File: src/rtl/axis_width_bridge.sv
// Narrow-stream <-> network-word bridge: byte-stream deserialiser in, FIFO-buffered serialiser out.
// Latency: word valid 1 cycle after its closing beat; first out beat 1 cycle after the FIFO turns non-empty.
// Backpressure: s_axis_tready = !m_word_tvalid || m_word_tready; s_word_tready = FIFO not full; serialiser holds on !m_axis_tready.
//
// Ports:
//   clk, arstn                       clock, async active-low reset
//   s_axis_{tdata,tvalid,tlast,tready} narrow input stream (MSB-first beats, tlast closes a word early)
//   m_word_{tdata,tvalid,tready}     assembled INP_WIDTH word towards the network source
//   s_word_{tdata,tvalid,tready}     OUT_WIDTH word from the network sink into the FIFO
//   m_axis_{tdata,tvalid,tlast,tready} narrow output stream, tlast on the last beat of each word
//   short_word                       one-cycle pulse, aligned with the new m_word, when tlast closed it early
//   fifo_fill                        words held in the FIFO (the word being serialised is not counted)

// Generic FIFO: registered storage, combinational head.
// Latency: a push is visible at the head one cycle later.
// Backpressure: caller must not push when full or pop when empty.
module axis_width_bridge_fifo #(
    parameter int W     = 24,
    parameter int DEPTH = 4
) (
    input  logic                   clk,
    input  logic                   arstn,
    input  logic                   push_vld,
    input  logic [W-1:0]           push_dat,
    input  logic                   pop_vld,
    output logic [W-1:0]           head_dat,
    output logic [$clog2(DEPTH):0] fill,
    output logic                   full,
    output logic                   empty
);
    localparam int AW = $clog2(DEPTH);
    localparam logic [AW:0] FULL_CNT = (AW+1)'(DEPTH);

    logic [W-1:0]  mem_q [DEPTH];
    logic [AW-1:0] wr_ptr_q;
    logic [AW-1:0] rd_ptr_q;
    logic [AW:0]   fill_q;

    // Pointers are exactly AW bits wide, so they wrap modulo DEPTH on their own.
    always_ff @(posedge clk or negedge arstn) begin
        if (!arstn) begin
            for (int i = 0; i < DEPTH; i++) begin
                mem_q[i] <= '0;
            end
            wr_ptr_q <= '0;
            rd_ptr_q <= '0;
            fill_q   <= '0;
        end else begin
            if (push_vld) begin
                mem_q[wr_ptr_q] <= push_dat;
                wr_ptr_q        <= wr_ptr_q + 1'b1;
            end
            if (pop_vld) begin
                rd_ptr_q <= rd_ptr_q + 1'b1;
            end
            if (push_vld && !pop_vld) begin
                fill_q <= fill_q + 1'b1;
            end else if (pop_vld && !push_vld) begin
                fill_q <= fill_q - 1'b1;
            end
        end
    end

    assign head_dat = mem_q[rd_ptr_q];
    assign fill     = fill_q;
    assign full     = (fill_q == FULL_CNT);
    assign empty    = (fill_q == '0);
endmodule

module axis_width_bridge #(
    parameter int BUS_WIDTH  = 8,
    parameter int INP_WIDTH  = 16,
    parameter int OUT_WIDTH  = 24,
    parameter int FIFO_DEPTH = 4
) (
    input  logic                        clk,
    input  logic                        arstn,
    input  logic [BUS_WIDTH-1:0]        s_axis_tdata,
    input  logic                        s_axis_tvalid,
    input  logic                        s_axis_tlast,
    output logic                        s_axis_tready,
    output logic [INP_WIDTH-1:0]        m_word_tdata,
    output logic                        m_word_tvalid,
    input  logic                        m_word_tready,
    input  logic [OUT_WIDTH-1:0]        s_word_tdata,
    input  logic                        s_word_tvalid,
    output logic                        s_word_tready,
    output logic [BUS_WIDTH-1:0]        m_axis_tdata,
    output logic                        m_axis_tvalid,
    output logic                        m_axis_tlast,
    input  logic                        m_axis_tready,
    output logic                        short_word,
    output logic [$clog2(FIFO_DEPTH):0] fifo_fill
);
    localparam int IN_BEATS  = INP_WIDTH / BUS_WIDTH;
    localparam int OUT_BEATS = OUT_WIDTH / BUS_WIDTH;
    localparam int ICW       = (IN_BEATS  > 1) ? $clog2(IN_BEATS)  : 1;
    localparam int OCW       = (OUT_BEATS > 1) ? $clog2(OUT_BEATS) : 1;
    localparam logic [ICW-1:0] IN_LAST  = ICW'(IN_BEATS - 1);
    localparam logic [OCW-1:0] OUT_LAST = OCW'(OUT_BEATS - 1);

    // ------------------------------------------------------------------
    // Deserialiser
    // ------------------------------------------------------------------
    logic [INP_WIDTH-1:0] asm_q;
    logic [INP_WIDTH-1:0] word_q;
    logic [INP_WIDTH-1:0] beat_placed;
    logic [ICW-1:0]       in_cnt_q;
    logic                 word_vld_q;
    logic                 short_q;
    logic                 in_acc;
    logic                 in_close;

    assign s_axis_tready = !word_vld_q || m_word_tready;
    assign in_acc        = s_axis_tvalid && s_axis_tready;
    assign in_close      = in_acc && (s_axis_tlast || (in_cnt_q == IN_LAST));

    // Move the beat to the top lane, then down by the beats already taken.
    always_comb begin
        beat_placed = (INP_WIDTH'(s_axis_tdata) << (INP_WIDTH - BUS_WIDTH))
                      >> (32'(in_cnt_q) * BUS_WIDTH);
    end

    // asm_q is cleared on every close, so lanes below the closing beat are
    // already zero when a word is cut short by tlast.
    always_ff @(posedge clk or negedge arstn) begin
        if (!arstn) begin
            asm_q      <= '0;
            word_q     <= '0;
            in_cnt_q   <= '0;
            word_vld_q <= 1'b0;
            short_q    <= 1'b0;
        end else begin
            short_q <= 1'b0;
            if (word_vld_q && m_word_tready) begin
                word_vld_q <= 1'b0;
            end
            if (in_acc) begin
                if (in_close) begin
                    word_q     <= asm_q | beat_placed;
                    word_vld_q <= 1'b1;
                    asm_q      <= '0;
                    in_cnt_q   <= '0;
                    short_q    <= (in_cnt_q != IN_LAST);
                end else begin
                    asm_q    <= asm_q | beat_placed;
                    in_cnt_q <= in_cnt_q + 1'b1;
                end
            end
        end
    end

    assign m_word_tdata  = word_q;
    assign m_word_tvalid = word_vld_q;
    assign short_word    = short_q;

    // ------------------------------------------------------------------
    // Output FIFO
    // ------------------------------------------------------------------
    logic                 fifo_push;
    logic                 fifo_pop;
    logic                 fifo_full;
    logic                 fifo_empty;
    logic [OUT_WIDTH-1:0] fifo_head;

    assign s_word_tready = !fifo_full;
    assign fifo_push     = s_word_tvalid && !fifo_full;

    axis_width_bridge_fifo #(
        .W     (OUT_WIDTH),
        .DEPTH (FIFO_DEPTH)
    ) u_fifo (
        .clk      (clk),
        .arstn    (arstn),
        .push_vld (fifo_push),
        .push_dat (s_word_tdata),
        .pop_vld  (fifo_pop),
        .head_dat (fifo_head),
        .fill     (fifo_fill),
        .full     (fifo_full),
        .empty    (fifo_empty)
    );

    // ------------------------------------------------------------------
    // Serialiser
    // ------------------------------------------------------------------
    typedef enum logic {
        S_IDLE = 1'b0,
        S_SEND = 1'b1
    } ser_state_t;

    ser_state_t           state_q;
    ser_state_t           state_nxt;
    logic [OUT_WIDTH-1:0] shreg_q;
    logic [OCW-1:0]       out_cnt_q;
    logic                 last_beat;
    logic                 shift;

    assign last_beat = (out_cnt_q == OUT_LAST);

    // A pop always loads the shift register; popping on the final accepted
    // beat keeps words back-to-back with no idle cycle between them.
    always_comb begin
        state_nxt = state_q;
        fifo_pop  = 1'b0;
        shift     = 1'b0;
        case (state_q)
            S_IDLE: begin
                if (!fifo_empty) begin
                    fifo_pop  = 1'b1;
                    state_nxt = S_SEND;
                end
            end
            S_SEND: begin
                if (m_axis_tready) begin
                    if (last_beat) begin
                        if (!fifo_empty) begin
                            fifo_pop = 1'b1;
                        end else begin
                            state_nxt = S_IDLE;
                        end
                    end else begin
                        shift = 1'b1;
                    end
                end
            end
            default: state_nxt = S_IDLE;
        endcase
    end

    always_ff @(posedge clk or negedge arstn) begin
        if (!arstn) begin
            state_q   <= S_IDLE;
            shreg_q   <= '0;
            out_cnt_q <= '0;
        end else begin
            state_q <= state_nxt;
            if (fifo_pop) begin
                shreg_q   <= fifo_head;
                out_cnt_q <= '0;
            end else if (shift) begin
                shreg_q   <= shreg_q << BUS_WIDTH;
                out_cnt_q <= out_cnt_q + 1'b1;
            end else if (state_nxt == S_IDLE) begin
                out_cnt_q <= '0;
            end
        end
    end

    assign m_axis_tdata  = shreg_q[OUT_WIDTH-1 -: BUS_WIDTH];
    assign m_axis_tvalid = (state_q == S_SEND);
    assign m_axis_tlast  = (state_q == S_SEND) && last_beat;
endmodule

File: config.mk
export PLATFORM = sky130hd
export DESIGN_NAME = axis_width_bridge
export DESIGN_NICKNAME = d
export VERILOG_FILES = /design/src/rtl/axis_width_bridge.sv
export SDC_FILE = /design/constraint.sdc
export NUM_CORES = 1
export LEC_CHECK = 0
export ABC_AREA = 1
export BUFFER_PORTS_ARGS = -buffer_cell sky130_fd_sc_hd__clkbuf_2
export CAP_MARGIN = 10
export CORE_UTILIZATION = 64
export DETAILED_ROUTE_END_ITERATION = 6
export PLACE_DENSITY_LB_ADDON = 0.08
export SLEW_MARGIN = 0
export SYNTH_ARGS = -nofsm -noshare
export SYNTH_HDL_FRONTEND = slang
export SYNTH_SLANG_ARGS = --single-unit
File: constraint.sdc
create_clock -name clk -period 6.7 [get_ports clk]
set_input_delay 0.67 -clock clk [delete_from_list [all_inputs] [get_ports clk]]
set_output_delay 0.67 -clock clk [all_outputs]
set_load 0.1 [all_outputs]
Yosys cells after proc, flatten, opt, wreduce, memory -nomap -nowiden
Index checks and enable logic that the tools add are counted.
{ "totals": {"inputBits": 39, "output_inout_bits": 33, "regBits": 165, "elab_cells": 81} }
{ "op_classes": {"eq_ne": 3, "bitwise": 5, "add_sub_neg": 6, "n_reduce_logical": 18, "shifts": 1, "mux": 30, "order_cmp": 3} }
{ "op_table": {"columns": ["op", "n"], "rows": [
  ["24-bit two-way mux", 5],
  ["96-bit bitwise mux", 1],
  ["24-bit binary-select mux with 2-bit select", 1],
  ["24-bit demux with 2-bit select", 1],
  ["16-bit two-way mux", 1],
  ["16-bit bitwise OR", 1],
  ["16-bit by 4-bit right shift with 16-bit output", 1],
  ["1-bit two-way mux", 14],
  ["1-bit logical AND", 8],
  ["2-bit by 1-bit adder with 2-bit output (second input constant)", 3],
  ["3-bit greater-or-equal comparator (second input constant)", 2],
  ["2-bit two-way mux", 3],
  ["3-bit two-way mux", 2],
  ["2-bit inverter with 3-bit output", 2],
  ["1-bit logical NOT", 4],
  ["1-bit case mux with 2 select lines", 2],
  ["2-bit nonzero test", 2],
  ["3-bit by 1-bit adder with 3-bit output (second input constant)", 1],
  ["3-bit equality test (second input constant)", 1],
  ["3-bit logical NOT", 1],
  ["3-bit by 1-bit < comparator with 1-bit output (second input constant)", 1],
  ["3-bit by 1-bit != test with 1-bit output (second input constant)", 1],
  ["3-bit by 1-bit subtractor with 3-bit output (second input constant)", 1],
  ["2-bit equality test (second input constant)", 1],
  ["4 further kinds", 6]
]} }

Depth between registers and ports, before layout
{ "depth": {"ltp_word": 8, "mapped_depth": 12, "ltp_nobuf": 11} }

Hierarchy
Synthesis repeated with hierarchy kept, for this count alone.
{ "hier_totals": {"cells_unflattened": 934, "area_unflattened_um2": 8132.8} }
{ "by_module_without_submodules": {"columns": ["module", "n_inst", "area_per_inst_um2", "cells_each", "seq_area_each_um2"], "rows": [
  ["axis_width_bridge_fifo", 1, 5024.8, 560, 2577.5],
  ["axis_width_bridge", 1, 3108.0, 374, 1551.5]
]} }

Worst setup path before layout
OpenSTA, ideal clock, no wires.
{ "synth_timing": {"path_type": "register -> register", "startpoint": "register u_fifo.fill_q[0], in the netlist u_fifo.fill[0]", "endpoint": "register u_fifo.fill_q[2], in the netlist u_fifo.fill[2]", "path_buffers": 1, "path_stages_with_launch": 12, "slack_ns": 3.633, "setup_time_ns": 0.080, "arrival_ns": 2.987, "t_required_ns": 6.620, "period_less_slack_ns": 3.067, "cell_sequence": "dfrtp_1 > nor2_2 > nand2_2 > nand2_2 > buf_12 > inv_1 > ha_1 > inv_1 > fa_1 > or2_2 > nand2_1 > xor2_1"} }
{ "synth_between": {"elab_cells_between_ends": 17, "classes_between": "add/sub (2); eq/ne (1); mux (6); reduce/logical (8)"} }
{ "synth_rtl": {"columns": ["element", "line_no", "text"], "rows": [
  ["start: declaration", "37", "logic [AW:0] fill_q;"],
  ["start signal: assignment", "57", "fill_q <= fill_q + 1'b1;"],
  ["start signal: assignment", "59", "fill_q <= fill_q - 1'b1;"],
  ["3-bit equality test *", "66", "assign full = (fill_q == FULL_CNT);"],
  ["1-bit logical NOT *", null, null],
  ["named net s_word_tready", "87", "output logic s_word_tready,"],
  ["1-bit logical AND *", "167", "assign fifo_push = s_word_tvalid && !fifo_full;"],
  ["named net fifo_push", "160", "logic fifo_push;"],
  ["1-bit logical NOT", "58", "end else if (pop_vld && !push_vld) begin"],
  ["1-bit logical AND", "58", null],
  ["2-bit nonzero test (no source line)", null, null]
]} }
Mark *: on every way through the listed nets, which the timed path passes. The rest lies on a longest branch. The select of a mux whose other input is x is not followed.
A chain may end at the register's enable or synchronous reset.

Worst setup path in the final report
{ "layout_timing": {"startpoint": "register u_fifo.fill_q[0], in the netlist u_fifo.fill[0]", "endpoint": "register u_fifo.fill_q[1], in the netlist u_fifo.fill[1]"} }
{ "layout_between": {"elab_cells_between_ends": 17, "classes_between": "add/sub (2); eq/ne (1); mux (6); reduce/logical (8)"} }
{ "layout_rtl": {"columns": ["element", "line_no"], "rows": [
  ["3-bit equality test *", "66"],
  ["1-bit logical NOT *", "167"],
  ["1-bit logical AND *", "167"],
  ["named net fifo_push", "160"],
  ["1-bit logical NOT", "58"],
  ["1-bit logical AND", "58"],
  ["2-bit nonzero test (no source line)", null]
]} }
Marked as above.

==> results.py <==
metrics = {
    "timing": {
        "setup_viol": 0,
        "fin_crit_ps": 2630,
        "rsz0062_at_grt": "false",
        "fin_tns_setup_ps": 0,
        "worst_slew_pin_slew_ps": 1060,
        "final_max_slew_viol_count": 0,
        "hold_viol_final": 0,
        "period_share_pct": 39.2,
        "relSlewSlack_pct": 29.5,
        "max_freq_ghz": 0.380,
        "setup_ws_ps": 4070,
        "clock_skew_ps": 9.44,
    },
    "synth": {
        "synth-seq-cells": 165,
        "ys.warnings.count": 0,
        "synth_cells": 946,
        "syn_avg_cell_area_um2": 8.35,
        "seq_area_frac_synth_pct": 52.3,
        "synth.distinct_cells": 27,
        "synth_nets": 992,
        "syn_area_um2": 7900,
    },
    "route": {
        "dr.first_iter.drc_count": 438,
        "drt-vias-per-instance": 5.57,
        "vias": 6356,
        "drt_wl_total_mm": 17.8,
        "remaining_drc_errors": 0,
        "wl_per_cell_um": 15.6,
        "postRouteAntennaNets": 0,
        "drtPass1Iterations": 5,
    },
    "grt": {
        "antenna_found_initial": 0,
        "grt_pass1_vias": 6254,
        "grt_max_degree": 113,
        "grt_pass1_wl_mm": 29.9,
        "overflow": 0,
        "track_usage_pct": 30.1,
    },
    "run_status": {
        "outcome": "completed",
    },
    "clocking": {
        "insertion_delay_ps": 430,
        "cts.clk_slew.worst_paths_ps": 60,
        "clockBufferDepth": 2,
        "cts_buffers": 17,
        "hold_buffers": 0,
        "htreeDepth": 4,
        "postCtsSetupBuffers": 0,
        "cts_resized": 0,
        "cts_tree": "built",
        "root_buffer": "clkbuf_16",
        "clkSinkCount": 165,
    },
    "layout": {
        "final_cell_count_no_fill": 1141,
        "n_fill_cell": 954,
        "antenna-diode-count": 0,
        "multi_input_area_um2": 2960,
        "final_common_cell": "nand2_1",
        "final_cell_mix": "356 x nand2_1, 165 x dfrtp_1, 103 x inv_1, 99 x nand3_1, 70 x clkbuf_2",
        "final_nets": 1028,
        "ff_latch_area_um2": 4130,
        "fin_util_pct": 71.7,
        "drive_gt1_share_pct": 16.2,
        "syn_to_final_growth_pct": 8.96,
    },
    "floorplanning": {
        "die_w_um": 113,
        "die_h_um": 113,
        "die_area_um2": 12800,
        "core_area_um2": 12000,
        "row_count": 40,
        "initial_core_util_pct": 65.8,
        "num_io_pins": 72,
    },
    "setup_path": {
        "cp_max_fo": 38,
        "cp.arrival_ps": 2940,
        "cp-start-kind": "flip-flop",
        "crit_path_end_kind": "flip-flop",
        "critPathKind": "flip-flop to flip-flop",
        "crit_required_ps": 7010,
        "startpoint": "u_fifo.fill[0]",
        "rr_startpoint": "u_fifo.fill[0]",
    },
    "power_and_ir_drop": {
        "ir_drop_mv": 0.374,
        "leakagePower_nw": 4.52,
        "power_density_nw_per_um2": 518,
    },
    "run": {
        "maxCapViolCount": 0,
    },
    "place": {
        "dp_cells": 1110,
        "dp_hpwl_mm": 10.9,
        "place_congestion": 0.766,
        "io_buffer_count": 71,
        "place_ws_ps": 3990,
    },
    "min_path": {
        "min_path_type": "input pin to asynchronous set/reset pin",
    },
}
final timing paths:
kind / end / slack (ps) / cells after the start
max: u_fifo.fill[1] / 4070 / 8
min: u_fifo.mem_q[61] / 400 / 1
max reg2reg: u_fifo.fill[1] / 4070 / 8
min reg2reg: m_word_tdata[8] / 480 / 2
max in group asynchronous: u_fifo.mem_q[10] / 5020 / 2
min in group clk: m_word_tdata[8] / 480 / 2
sequential cells by signal, indices dropped and copies added (netlist names):
| name | cells |
|---|---|
| m_axis_tvalid | 1 |
| u_fifo.mem_q | 96 |
| in_cnt_q | 1 |
| out_cnt_q | 2 |
| m_word_tdata | 16 |
| shreg_q | 24 |
| short_word | 1 |
| u_fifo.fill | 3 |
| m_word_tvalid | 1 |
| u_fifo.rd_ptr_q | 2 |
| asm_q | 16 |
| u_fifo.wr_ptr_q | 2 |
logic make-up after synthesis:
family,Yosys count,share of synthesized area [%]
compound gates,134,10.5
xor+xnor,4,0.443
fa+ha+maj,7,1.20
buf+inv,166,10.4
flops,165,52.3
mux,1,0.143
simple gates,469,25.1
metal layers:
| metal | routed length, µm | vias to the layer above | global-route usage, % |
|---|---|---|---|
| li1 | - | 3031 | - |
| met1 | 7660 | 3077 | 39.4 |
| met2 | 8800 | 207 | 49.9 |
| met3 | 895 | 41 | 5.20 |
| met4 | 428 | 0 | 13.0 |
| met5 | 0 | - | 0 |
cells in the mapped netlist, drive strengths merged:
library cell    n  area [µm²]
nand2         359        1360
dfrtp         165        4130
o21ai         116         738
inv           109         409
nand3         100         505
buf            53         395
a21oi          18        90.1
nor2            8        96.4
ha              6        75.1
clkbuf          4        15.0
xor2            3        26.3
fa              1        20.0
mux2            1        11.3
nand3b          1        20.0
or2             1        6.26
xnor2           1        8.76
metrics by stage:
step                area, µm²  hold slack (ps)  total power, mW
floorplan                7900              374             3.19
global placement         8060              466             3.46
detailed placement       8060              467             3.54
CTS                      8610              441             4.47
global route             8610              492             4.75
finish                   8610              398             4.46
critical path: stages (launching register included):
cell and delay [ps]:
dfrtp_1 440, nor2_2 160, nand2_2 70, nand2_2 610, inv_1 190, ha_1 260, inv_1 100, fa_1 410
mux2_2 260
final cells by class:
class,count,share of cell area [%]
multi-input combinational,615,34.3
tap,147,2.14
timing repair buffer,74,4.46
sequential,165,48.0
inverter,109,4.75
clock inverter,4,0.523
clock buffer,27,5.84
power by group:
part           internal, mW  switching, mW  total (mW)
clock                 0.547          0.372       0.919
combinational         0.507           1.44        1.95
sequential             1.39          0.197        1.59
Note: power is estimated with default switching activity, not from simulation.
